### src/rtl/lza_pipe_if.sv
// Operand/result handshake bundle for the leading-zero anticipator pipeline.
// The producer/consumer side uses master; the pipeline uses slave.
interface lza_pipe_if #(
  parameter int WIDTH = 107,
  parameter int TAG_W = 8
);
  localparam int CNT_W = $clog2(WIDTH + 1);

  logic             in_valid;
  logic             in_ready;
  logic [WIDTH-1:0] in_a;
  logic [WIDTH-1:0] in_b;
  logic [TAG_W-1:0] in_tag;
  logic             out_valid;
  logic             out_ready;
  logic [CNT_W-1:0] zero_cnt;
  logic             invalid;
  logic [TAG_W-1:0] out_tag;

  modport master (
    output in_valid, in_a, in_b, in_tag, out_ready,
    input  in_ready, out_valid, zero_cnt, invalid, out_tag
  );

  modport slave (
    input  in_valid, in_a, in_b, in_tag, out_ready,
    output in_ready, out_valid, zero_cnt, invalid, out_tag
  );
endinterface

### src/rtl/lza_pipe.sv
// Two-stage leading-zero anticipator: stage 1 registers the indicator vector,
// stage 2 registers its leading-zero count; elastic valid/ready between stages.
module lza_pipe #(
  parameter int WIDTH = 107,
  parameter int TAG_W = 8
) (
  input logic         clk,
  input logic         rst_n,
  lza_pipe_if.slave   bus
);
  localparam int CNT_W = $clog2(WIDTH + 1);

  // Only the bit ranges each indicator term actually reads are kept.
  logic [WIDTH-1:1] w_t;
  logic [WIDTH-2:0] w_g;
  logic [WIDTH-2:0] w_z;
  logic [WIDTH-1:0] w_f;

  assign w_t = bus.in_a[WIDTH-1:1] ^ bus.in_b[WIDTH-1:1];
  assign w_g = bus.in_a[WIDTH-2:0] & bus.in_b[WIDTH-2:0];
  assign w_z = ~bus.in_a[WIDTH-2:0] & ~bus.in_b[WIDTH-2:0];

  generate
    for (genvar gi = 0; gi < WIDTH; gi++) begin : g_ind
      if (gi == WIDTH - 1) begin : g_top
        assign w_f[gi] = ~w_t[gi] & w_t[gi-1];
      end else begin : g_body
        logic w_g_lo;
        logic w_z_lo;
        // Bit 0 sees a virtual lower neighbour with G=0, Z=1.
        if (gi == 0) begin : g_lsb
          assign w_g_lo = 1'b0;
          assign w_z_lo = 1'b1;
        end else begin : g_mid
          assign w_g_lo = w_g[gi-1];
          assign w_z_lo = w_z[gi-1];
        end
        assign w_f[gi] = (w_t[gi+1] & ((w_g[gi] & ~w_z_lo) | (w_z[gi] & ~w_g_lo)))
                       | (~w_t[gi+1] & ((w_z[gi] & ~w_z_lo) | (w_g[gi] & ~w_g_lo)));
      end
    end
  endgenerate

  logic             r_v1;
  logic [WIDTH-1:0] r_f;
  logic [TAG_W-1:0] r_tag1;
  logic             r_v2;
  logic [CNT_W-1:0] r_cnt;
  logic             r_inv;
  logic [TAG_W-1:0] r_tag2;

  logic             w_adv1;
  logic             w_adv2;
  logic [CNT_W-1:0] w_cnt;
  logic             w_inv;

  assign w_adv2 = ~r_v2 | bus.out_ready;
  assign w_adv1 = ~r_v1 | w_adv2;

  // Ascending scan: the highest set bit writes last and wins.
  always_comb begin
    w_cnt = CNT_W'(WIDTH);
    for (int i = 0; i < WIDTH; i++) begin
      if (r_f[i]) w_cnt = CNT_W'(WIDTH - 1 - i);
    end
  end
  assign w_inv = ~|r_f;

  always_ff @(posedge clk) begin
    if (!rst_n) begin
      r_v1   <= 1'b0;
      r_f    <= '0;
      r_tag1 <= '0;
      r_v2   <= 1'b0;
      r_cnt  <= '0;
      r_inv  <= 1'b0;
      r_tag2 <= '0;
    end else begin
      if (w_adv1) begin
        r_v1   <= bus.in_valid;
        r_f    <= w_f;
        r_tag1 <= bus.in_tag;
      end
      if (w_adv2) begin
        r_v2   <= r_v1;
        r_cnt  <= w_cnt;
        r_inv  <= w_inv;
        r_tag2 <= r_tag1;
      end
    end
  end

  assign bus.in_ready  = w_adv1 & rst_n;
  assign bus.out_valid = r_v2 & rst_n;
  assign bus.zero_cnt  = r_cnt;
  assign bus.invalid   = r_inv;
  assign bus.out_tag   = r_tag2;
endmodule

### src/flat_wrapper.sv
// flat-port wrapper written by rule: the top's interface ports become plain ports
module lza_pipe_flat 
#(
  parameter int WIDTH = 107,
  parameter int TAG_W = 8
)
  (clk, rst_n, bus_in_valid, bus_in_a, bus_in_b, bus_in_tag, bus_out_ready, bus_in_ready, bus_out_valid, bus_zero_cnt, bus_invalid, bus_out_tag);
  lza_pipe_if #(.WIDTH(WIDTH), .TAG_W(TAG_W)) bus_i ();
  input logic clk;
  input logic rst_n;
  input wire logic [$bits(bus_i.in_valid)-1:0] bus_in_valid;
  input wire logic [$bits(bus_i.in_a)-1:0] bus_in_a;
  input wire logic [$bits(bus_i.in_b)-1:0] bus_in_b;
  input wire logic [$bits(bus_i.in_tag)-1:0] bus_in_tag;
  input wire logic [$bits(bus_i.out_ready)-1:0] bus_out_ready;
  output wire logic [$bits(bus_i.in_ready)-1:0] bus_in_ready;
  output wire logic [$bits(bus_i.out_valid)-1:0] bus_out_valid;
  output wire logic [$bits(bus_i.zero_cnt)-1:0] bus_zero_cnt;
  output wire logic [$bits(bus_i.invalid)-1:0] bus_invalid;
  output wire logic [$bits(bus_i.out_tag)-1:0] bus_out_tag;
  assign bus_i.in_valid = bus_in_valid;
  assign bus_i.in_a = bus_in_a;
  assign bus_i.in_b = bus_in_b;
  assign bus_i.in_tag = bus_in_tag;
  assign bus_i.out_ready = bus_out_ready;
  assign bus_in_ready = bus_i.in_ready;
  assign bus_out_valid = bus_i.out_valid;
  assign bus_zero_cnt = bus_i.zero_cnt;
  assign bus_invalid = bus_i.invalid;
  assign bus_out_tag = bus_i.out_tag;
  lza_pipe #(.WIDTH(WIDTH), .TAG_W(TAG_W)) u_core (.clk(clk), .rst_n(rst_n), .bus(bus_i));
endmodule
### config.mk
export PLATFORM = sky130hd
export DESIGN_NAME = lza_pipe_flat
export DESIGN_NICKNAME = d
export VERILOG_FILES = /design/src/rtl/lza_pipe_if.sv /design/src/rtl/lza_pipe.sv /design/src/flat_wrapper.sv
export SDC_FILE = /design/constraint.sdc
export NUM_CORES = 1
export LEC_CHECK = 0
export CAP_MARGIN = 10
export CELL_PAD_IN_SITES_DETAIL_PLACEMENT = 1
export CELL_PAD_IN_SITES_GLOBAL_PLACEMENT = 1
export CORE_ASPECT_RATIO = 2
export CORE_UTILIZATION = 36
export DETAILED_ROUTE_END_ITERATION = 10
export GPL_TIMING_DRIVEN = 0
export PLACE_DENSITY_LB_ADDON = 0.1
export SLEW_MARGIN = 0
export SYNTH_ARGS = -nofsm -noshare
export SYNTH_HDL_FRONTEND = slang
export SYNTH_SLANG_ARGS = --single-unit
### constraint.sdc
create_clock -name clk -period 1.75 [get_ports clk]
set_clock_uncertainty 0.2 [all_clocks]
set_input_delay 0.35 -clock clk [delete_from_list [all_inputs] [get_ports clk]]
set_output_delay 0.35 -clock clk [all_outputs]
set_load 0.05 [all_outputs]
==> metrics.txt, run 1 <==
All-Layer GR Usage=24.18%; RSZ-0062 raised after global routing=yes; Clock Path Buffers=2; Worst VDD drop=0.0004936 V; root buffer cell=clkbuf_16; Rows=95; clock latency at the later pin of the worst-skew pair=0.43 ns; Core ar.=0.03364 sq mm; Synth Register Bits=133; Post-CTS Hold Buffers=0; failing checks=setup timing; slowest stage delay, CP=0.33 ns; Clock Pin Slew Worst Setup and Hold Paths=0.06 ns; power density cells=620.4 mW/mm^2; Critical Path AT=1.62 ns; IO Pins=244; Final WS setup=-0.4194 ns; Hold Crit Class=primary input to register; H-tree Lvls=4; FF/Latch Area=0.002711 sq mm; footprint of the multi-input gates=0.01041 sq mm; most frequent cells in the layout=inv_1 (239), clkdlybuf4s50_1 (222), ha_1 (207), mux2i_1 (193), nor2_1 (107); fill cell count=3768; worst slew pin tran=0.8534 ns; DR vias=12080; global-route wire length before repair=66.07 mm; critical path's slowest cell=dfxtp_2; Setup violations, final=90; Seq/Total Area, Yosys=21.67%; Starting Density=36.53%; post-DP HPWL=33.48 mm; Placement Cell Area=0.01527 sq mm; final hold violation count=0; RD Place Congestion=0.8277; Core Util, Final=54.76%; Antenna Nets Post-Route=0; setup TNS=-15.36 ns; die width=132.6 um; startpoint types=register; CTS tree=yes; nets=2165; die height=263.3 um; top_reg_cell synth=dfxtp_1; area grow syn2layout=49.88%; most used cell, CP=buf_8; Slew Viols, Final=0; drt initial violations=305; Syn Std Cell Area=0.01229 sq mm; cell area after layout=0.01842 sq mm; Setup CP Type=register to primary output; Yosys top cell area share=21.67%; largest net degree at the start of global routing=17; outcome=finished, violations left; Avg Cell Area, Syn=8.600 sq um; total grt overflow=0; First-pass DRT Iterations=4; Tcrit/Tclk final=124.0%; Crit. End Element=primary output; CP cell instances=nor2b_4, buf_6, nand2_8, buf_12, buf_8, and2_4, buf_8; drt drc=0; Unique masters post-synth=58; total wire length=43.59 mm; cells after synthesis=1429; yosys warns=0; routed length per instance=20.00 um; Num CTS Buffers=17; Yosys top cell by area=dfxtp_1; Leak Pwr=8.553 nW; WP data required=1.20 ns; Die ar.=0.03492 sq mm; DR vias/cell=5.540; Post-Syn Nets=1865; relative max-transition margin=43.11%; Tmin final=2.169 ns; Crit Path Max Fanout=3; vias in the first global route=13160; number of max-cap violations=0; clock sinks=133; ys async rst share=0%; Post-synth EDFFs=0; ranking of synthesized cells by area=dfxtp_1 (22%), ha_1 (21%), mux2i_1 (16%); most common cell after layout, fill and taps aside=inv_1; f_max=461.0 MHz; initial antenna violation count=2; port bufs=242; layout cells sized above 1=18.60%
-- worst max-delay path, delay by kind of cell (launching register included) --
kind / cells / cell delay [ns]
buffers and inverters: 4 / 0.51
flip-flops: 1 / 0.33
AND/OR/NAND/NOR: 3 / 0.35
-- layout make-up --
type,instances,area share (%)
plain buffers,44,2.609
clock buffers,20,2.479
well taps,436,2.962
diodes,2,0.02717
inverters,240,4.891
clock inverters,12,0.5774
repair buffers,281,15.21
multi-input cells,1012,56.52
flip-flops and latches,133,14.72
-- state kept, by name, indices dropped and copies added, names as in the netlist --
name                 cells
u_core.r_tag1            8
u_core.bus.zero_cnt      7
u_core.r_v1              1
u_core.r_f             107
u_core.bus.out_tag       8
u_core.r_v2              1
u_core.bus.invalid       1
-- cells in the mapped netlist (7+ instances only) --
cell,number
mux2i_1,194
inv_1,239
o211ai_1,12
nand4_1,7
nor4_1,29
nor3_1,18
nor2_1,108
o221ai_1,31
a21boi_0,9
dfxtp_1,133
o21ai_0,8
o211a_1,29
a221oi_1,76
a21oi_1,21
nand2_1,66
ha_1,210
nor3b_1,71
a21boi_1,19
clkbuf_1,34
-- what timing repair did --
action	4_1_cts	5_1_grt
pin swaps	31	18
cloned	4	1
buffers inserted	25	8
endpoints found under the setup margin	151	136
resized for setup	349	118
-- where the power goes --
group | internal [mW] | switching, mW | leakage (nW)
registers | 3.28 | 0.410 | 1.11
clock network | 2.02 | 1.43 | 0.268
logic | 2.21 | 2.08 | 7.17
total | 7.51 | 3.92 | 8.55
-- routing by layer --
layer | vias to the layer above | GRT usage, % | part of all wire (%)
li1 | 5750 | - | -
met1 | 5994 | 20.61 | 33
met2 | 232 | 51.92 | 60
met3 | 101 | 2.580 | 2.1
met4 | 0 | 13.11 | 4.5
met5 | - | 0 | 0
-- final timing paths --
check | end | cells past startpoint | slack, ns | start
max | bus_in_ready | 7 | -0.42 | u_core.r_v2
min reg2reg | u_core.r_tag1[3] | 2 | 0.25 | u_core.r_tag1[3]
max reg2reg | u_core.r_f[18] | 9 | -0.29 | u_core.r_v2
min | u_core.r_f[72] | 2 | 0.08 | rst_n
-- cells by family after synthesis --
group,count (synthesis),share of synthesized area (%)
multiplexers,194,15.80
adder cells (fa/ha/maj),210,21.38
AO/OA/AOI/OAI,269,17.60
AND/OR/NAND/NOR,338,14.67
flip-flops,133,21.67
XOR/XNOR,1,0.07128
buffers and inverters,284,8.807
-- stage by stage --
stage | instances | total power, mW | hold WS, ns | setup slack (ns)
final | 2180 | 11.43 | 0.08163 | -0.4194
after global routing | 2180 | 11.96 | 0.07452 | -0.4609
after CTS | 2169 | 11.18 | 0.06910 | -0.4370
after detailed placement | 2108 | 7.002 | 0.2492 | -1.523
after global placement | 2107 | 6.905 | 0.2368 | -1.528
after floorplan | 1429 | 5.621 | 0.2310 | -0.007328
(Power assumes the default switching activity.)
==> run 2: changes to the inputs <==
--- a/config.mk
+++ b/config.mk
@@ -12,6 +12,7 @@
 export CORE_UTILIZATION = 36
 export DETAILED_ROUTE_END_ITERATION = 10
 export GPL_TIMING_DRIVEN = 0
+export HOLD_SLACK_MARGIN = 0.12
 export PLACE_DENSITY_LB_ADDON = 0.1
 export SLEW_MARGIN = 0
 export SYNTH_ARGS = -nofsm -noshare
==> run 2 against run 1 <==
The flow still finishes with violations (setup timing). Sequential power about the same. Worst setup slack better by 0.0073 ns. Via count fell by 0.31%. Largest cell class unchanged.
==> metrics.txt, run 2 (synthesized netlist as in run 1, its figures left out) <==
outcome=finished, violations left; failing checks=setup timing; relative max-transition margin=45.08%; Worst VDD drop=0.0004916 V; Tcrit/Tclk final=123.5%; RD Place Congestion=0.8277; Clock Pin Slew Worst Setup and Hold Paths=0.06 ns; First-pass DRT Iterations=4; Leak Pwr=8.566 nW; Top reg by flops=u_core.r_f; CTS tree=yes; H-tree Lvls=4; die height=263.3 um; Critical Path Start=u_core.r_v2; total wire length=43.62 mm; slowest stage delay, CP=0.33 ns; Hold WS=0.2544 ns; footprint of the multi-input gates=0.01045 sq mm; DR vias=12040; power density cells=620.0 mW/mm^2; max reg flops=107; flop-to-flop setup slack=-0.28 ns; nets=2166; fill cell count=3769; initial antenna violation count=2; worst-case reg-to-reg path depth=9; Core ar.=0.03364 sq mm; CP Depth=7; Power Total=11.45 mW; most used cell, CP=buf_8; total grt overflow=0; largest net degree at the start of global routing=17; critical path's slowest cell=dfxtp_2; area grow syn2layout=50.31%; final hold violation count=0; Crit Path Max Fanout=3; FF/Latch Area=0.002709 sq mm; Setup CP Type=register to primary output; die width=132.6 um; Setup crit end=bus_in_ready; delay-heaviest family, CP=buffers and inverters; Setup violations, final=91; WP data required=1.20 ns; Crit Reg-Reg Startpoint=u_core.r_v2; startpoint types=register; root buffer cell=clkbuf_16; Clock Path Buffers=2; routed length per instance=20.00 um; number of max-cap violations=0; post-DP HPWL=33.48 mm; Rows=95; global-route wire length before repair=66.14 mm; All-Layer GR Usage=24.20%; Hold Crit Class=register to register; port bufs=242; Slew Viols, Final=0; RSZ-0062 raised after global routing=yes; clock sinks=133; Die ar.=0.03492 sq mm; most frequent cells in the layout=inv_1 (239), clkdlybuf4s50_1 (222), ha_1 (207), mux2i_1 (193), nor2_1 (107); clock latency at the later pin of the worst-skew pair=0.42 ns; worst slew pin tran=0.8238 ns; CP bufs+invs=4; FF-to-FF End=u_core.r_f[18]; Num CTS Buffers=17; drt drc=0; Antenna Nets Post-Route=0; vias in the first global route=13140; DR vias/cell=5.520; Crit. End Element=primary output; f_max=462.5 MHz; most common cell after layout, fill and taps aside=inv_1; Starting Density=36.53%; drt initial violations=260; CP cell instances=nor2b_4, buf_6, nand2_8, buf_12, buf_8, and2_4, buf_8; Final WS setup=-0.4120 ns; Critical Path AT=1.61 ns; layout cells sized above 1=18.93%; Tmin final=2.162 ns; IO Pins=244
-- run 2: cell types whose count changed in the layout (fill, tap and decap cells not counted), sizes merged --
cell         previous run  this run
buf                    56        58
dlygate4sd3             0         1
clkbuf                 55        53
-- run 2: worst register-to-register path: stages, from the launching register on --
cell and delay, ns:
dfxtp_2 0.32, nor2b_4 0.12, buf_6 0.13, buf_4 0.14
and2_1 0.17, buf_12 0.15, buf_4 0.16, clkbuf_16 0.17
a221oi_4 0.28, nor3b_2 0.09
-- run 2: cell type report --
cell class / instances / area share (%)
tap: 436 / 2.953
clock buffer: 20 / 2.472
timing repair buffer: 282 / 15.22
buffer: 44 / 2.642
inverter: 240 / 4.877
antenna: 2 / 0.02709
multi-input combinational: 1012 / 56.57
sequential: 133 / 14.67
clock inverter: 12 / 0.5758
-- run 2: per-stage QoR --
stage	utilization, %	area, sq um	TNS [ns]	setup WS, ns	instances
after floorplan	-	12300	-0.007328	-0.007328	1429
after global placement	45.39	15270	-110.96	-1.528	2107
after detailed placement	45.40	15270	-112.06	-1.523	2108
after CTS	52.96	17810	-15.64	-0.4370	2170
after global routing	54.91	18470	-20.38	-0.4564	2181
final	54.91	18470	-14.89	-0.4120	2181
-- run 2: report_power, final --
| group | switching (mW) | total [mW] | internal, mW |
|---|---|---|---|
| Clock | 1.44 | 3.46 | 2.02 |
| Combinational | 2.09 | 4.30 | 2.22 |
| Sequential | 0.411 | 3.69 | 3.28 |
| Total | 3.94 | 11.5 | 7.52 |
-- run 2: metal layers --
metal | share of wire (%) | track usage (%)
met1 | 33 | 20.69
met2 | 60 | 51.92
met3 | 2.5 | 2.407
met4 | 4.4 | 13.30
met5 | 0 | 0
-- run 2: how the worst min path moves through the flow --
| stage | slack, ns | to | startpoint | depth (start not counted) |
|---|---|---|---|---|
| detailed placement | 0.25 | u_core.r_tag1[3] | u_core.r_tag1[3] | 2 |
| finish | 0.25 | u_core.r_tag1[3] | u_core.r_tag1[3] | 2 |
| CTS | 0.17 | u_core.bus.zero_cnt[3] | rst_n | 4 |
| global route | 0.26 | u_core.bus.zero_cnt[3] | rst_n | 4 |
| global placement | 0.24 | u_core.r_tag1[6] | u_core.r_tag1[6] | 2 |
| floorplan | 0.23 | u_core.r_tag1[0] | u_core.r_tag1[0] | 2 |
-- run 2: repair_timing --
item,CTS,global route
setup buffers,25,8
resized for setup,349,127
pin swaps,31,17
cloned,4,1
endpoints found under the setup margin,151,136
hold buffers,1,0
endpoints found under the hold margin,4,0
==> run 3: changes to the inputs <==
--- a/config.mk
+++ b/config.mk
@@ -14,6 +14,7 @@
 export GPL_TIMING_DRIVEN = 0
 export HOLD_SLACK_MARGIN = 0.12
 export PLACE_DENSITY_LB_ADDON = 0.1
+export REMOVE_ABC_BUFFERS = 1
 export SLEW_MARGIN = 0
 export SYNTH_ARGS = -nofsm -noshare
 export SYNTH_HDL_FRONTEND = slang
==> run 3 against run 2 <==
The run still ends with setup timing left. Cell count is 1.5% lower. First-iteration DRC count is 1.2% lower. Clock power is 9.8% higher. Core utilization is 4.1 points lower. Non-clock buffer count is 37 lower. Register-to-register slack hardly changed. Count of clock-buffer cells in the layout stayed put. Critical endpoint unchanged.
==> metrics.txt, run 3 (synthesized netlist as in run 1, its figures left out) <==
outcome=finished, violations left; failing checks=setup timing; RD Place Congestion=0.7740; power density cells=653.4 mW/mm^2; f_max=466.7 MHz; total wire length=39.96 mm; area grow syn2layout=39.19%; delay-heaviest family, CP=buffers and inverters; First-pass DRT Iterations=4; Critical Path Start=u_core.r_v2; Hold Crit Class=primary input to register; Starting Density=36.53%; post-DP HPWL=30.27 mm; layout cells sized above 1=12.77%; wire length on met3=903 um; Num CTS Buffers=17; Final WS setup=-0.3929 ns; Antenna Nets Post-Route=0; DR vias=11650; Tmin final=2.143 ns; startpoint types=register; most common cell after layout, fill and taps aside=inv_1; root buffer cell=clkbuf_16; Setup CP Type=register to primary output; CTS tree=yes; number of max-cap violations=0; critical path's slowest cell=dfxtp_2; Crit. End Element=primary output; Crit Path Max Fanout=4; initial antenna violation count=6; final hold violation count=0; top layer in use=met5; min-delay src=rst_n; nets=2131; DR vias/cell=5.423; Post-CTS Hold Buffers=0; IO Pins=244; drt drc=0; slowest stage delay, CP=0.33 ns; global-route wire length before repair=60.91 mm; fill cell count=3914; DRT met1 WL=12.98 mm; relative max-transition margin=62.71%; Clock Path Buffers=2; Clock Pin Slew Worst Setup and Hold Paths=0.06 ns; CP cell instances=nor2b_4, buf_12, nand2_8, buf_16, and2_4, buf_8; worst slew pin tran=0.5543 ns; Core Util, Final=50.85%; All-Layer GR Usage=22.21%; die width=132.6 um; Hold WS=0.1536 ns; port bufs=243; die height=263.3 um; CP bufs+invs=3; Leak Pwr=8.183 nW; Setup violations, final=118; Rows=95; vias in the first global route=12460; clock latency at the later pin of the worst-skew pair=0.45 ns; max reg flops=107; clock sinks=133; largest net degree at the start of global routing=70; WP data required=1.20 ns; Core ar.=0.03364 sq mm; Slew Viols, Final=0; drt initial violations=257; most frequent cells in the layout=inv_1 (239), clkdlybuf4s50_1 (223), ha_1 (210), mux2i_1 (192); Die ar.=0.03492 sq mm; Tcrit/Tclk final=122.5%; RSZ-0062 raised after global routing=yes; H-tree Lvls=4; Critical Path AT=1.59 ns; setup TNS=-15.12 ns; metal2 WL=24.53 mm; routed length per instance=18.59 um; Top reg by flops=u_core.r_f; Crit Reg-Reg Startpoint=u_core.r_f[18]; total grt overflow=0; Worst VDD drop=0.0006941 V
## run 3: report_power, final
part / internal [mW] / switching [mW]
Combinational: 1.97 / 1.74
Sequential: 3.28 / 0.400
Clock: 2.34 / 1.46
Total: 7.59 / 3.59
## run 3: through the flow
step,setup slack (ns),instances,power [mW],area [sq um]
after floorplan,-2.953,1385,5.587,12110
after global placement,-6.976,2064,6.869,15090
after detailed placement,-1.676,2069,6.945,15220
after CTS,-0.4111,2115,11.07,16470
after global routing,-0.4448,2149,11.73,17110
final,-0.3929,2149,11.18,17110
## run 3: cell type report
cell class                 count  area, sq um  area share, %
antenna                        6        15.01        0.08778
clock buffer                  20        466.7          2.728
clock inverter                11        150.1         0.8778
inverter                     240        900.9          5.267
multi-input combinational   1014         9318          54.47
sequential                   133         2706          15.82
tap                          436        545.5          3.189
timing repair buffer         289         3003          17.56
## run 3: worst reg2reg max path, stage by stage, from the launching register on
cell      delay (ns)
dfxtp_4         0.37
nor4_4          0.40
o211ai_1        0.16
a31oi_1         0.22
o211ai_1        0.13
a311oi_1        0.36
nor2_1          0.06
## run 3: timing repair
item / 4_1_cts / 5_1_grt
pin swaps: 30 / 22
resized for setup: 177 / 72
setup endpoints to repair: 142 / 124
gates cloned: 3 / 4
buffers inserted: 12 / 27
## run 3: per-layer routing
| layer | vias up | GRT usage (%) |
|---|---|---|
| li1 | 5684 | - |
| met1 | 5703 | 18.55 |
| met2 | 188 | 47.95 |
| met3 | 77 | 2.966 |
| met4 | 2 | 11.43 |
| met5 | - | 0 |
## run 3: path summary, 6_finish.rpt
check | to | slack, ns | cells after the start
worst max-delay path | bus_in_ready | -0.39 | 6
worst min-delay path | u_core.bus.out_tag[1] | 0.15 | 2
worst min register to register | u_core.r_tag1[2] | 0.25 | 2
worst max register to register | u_core.bus.zero_cnt[3] | -0.27 | 6
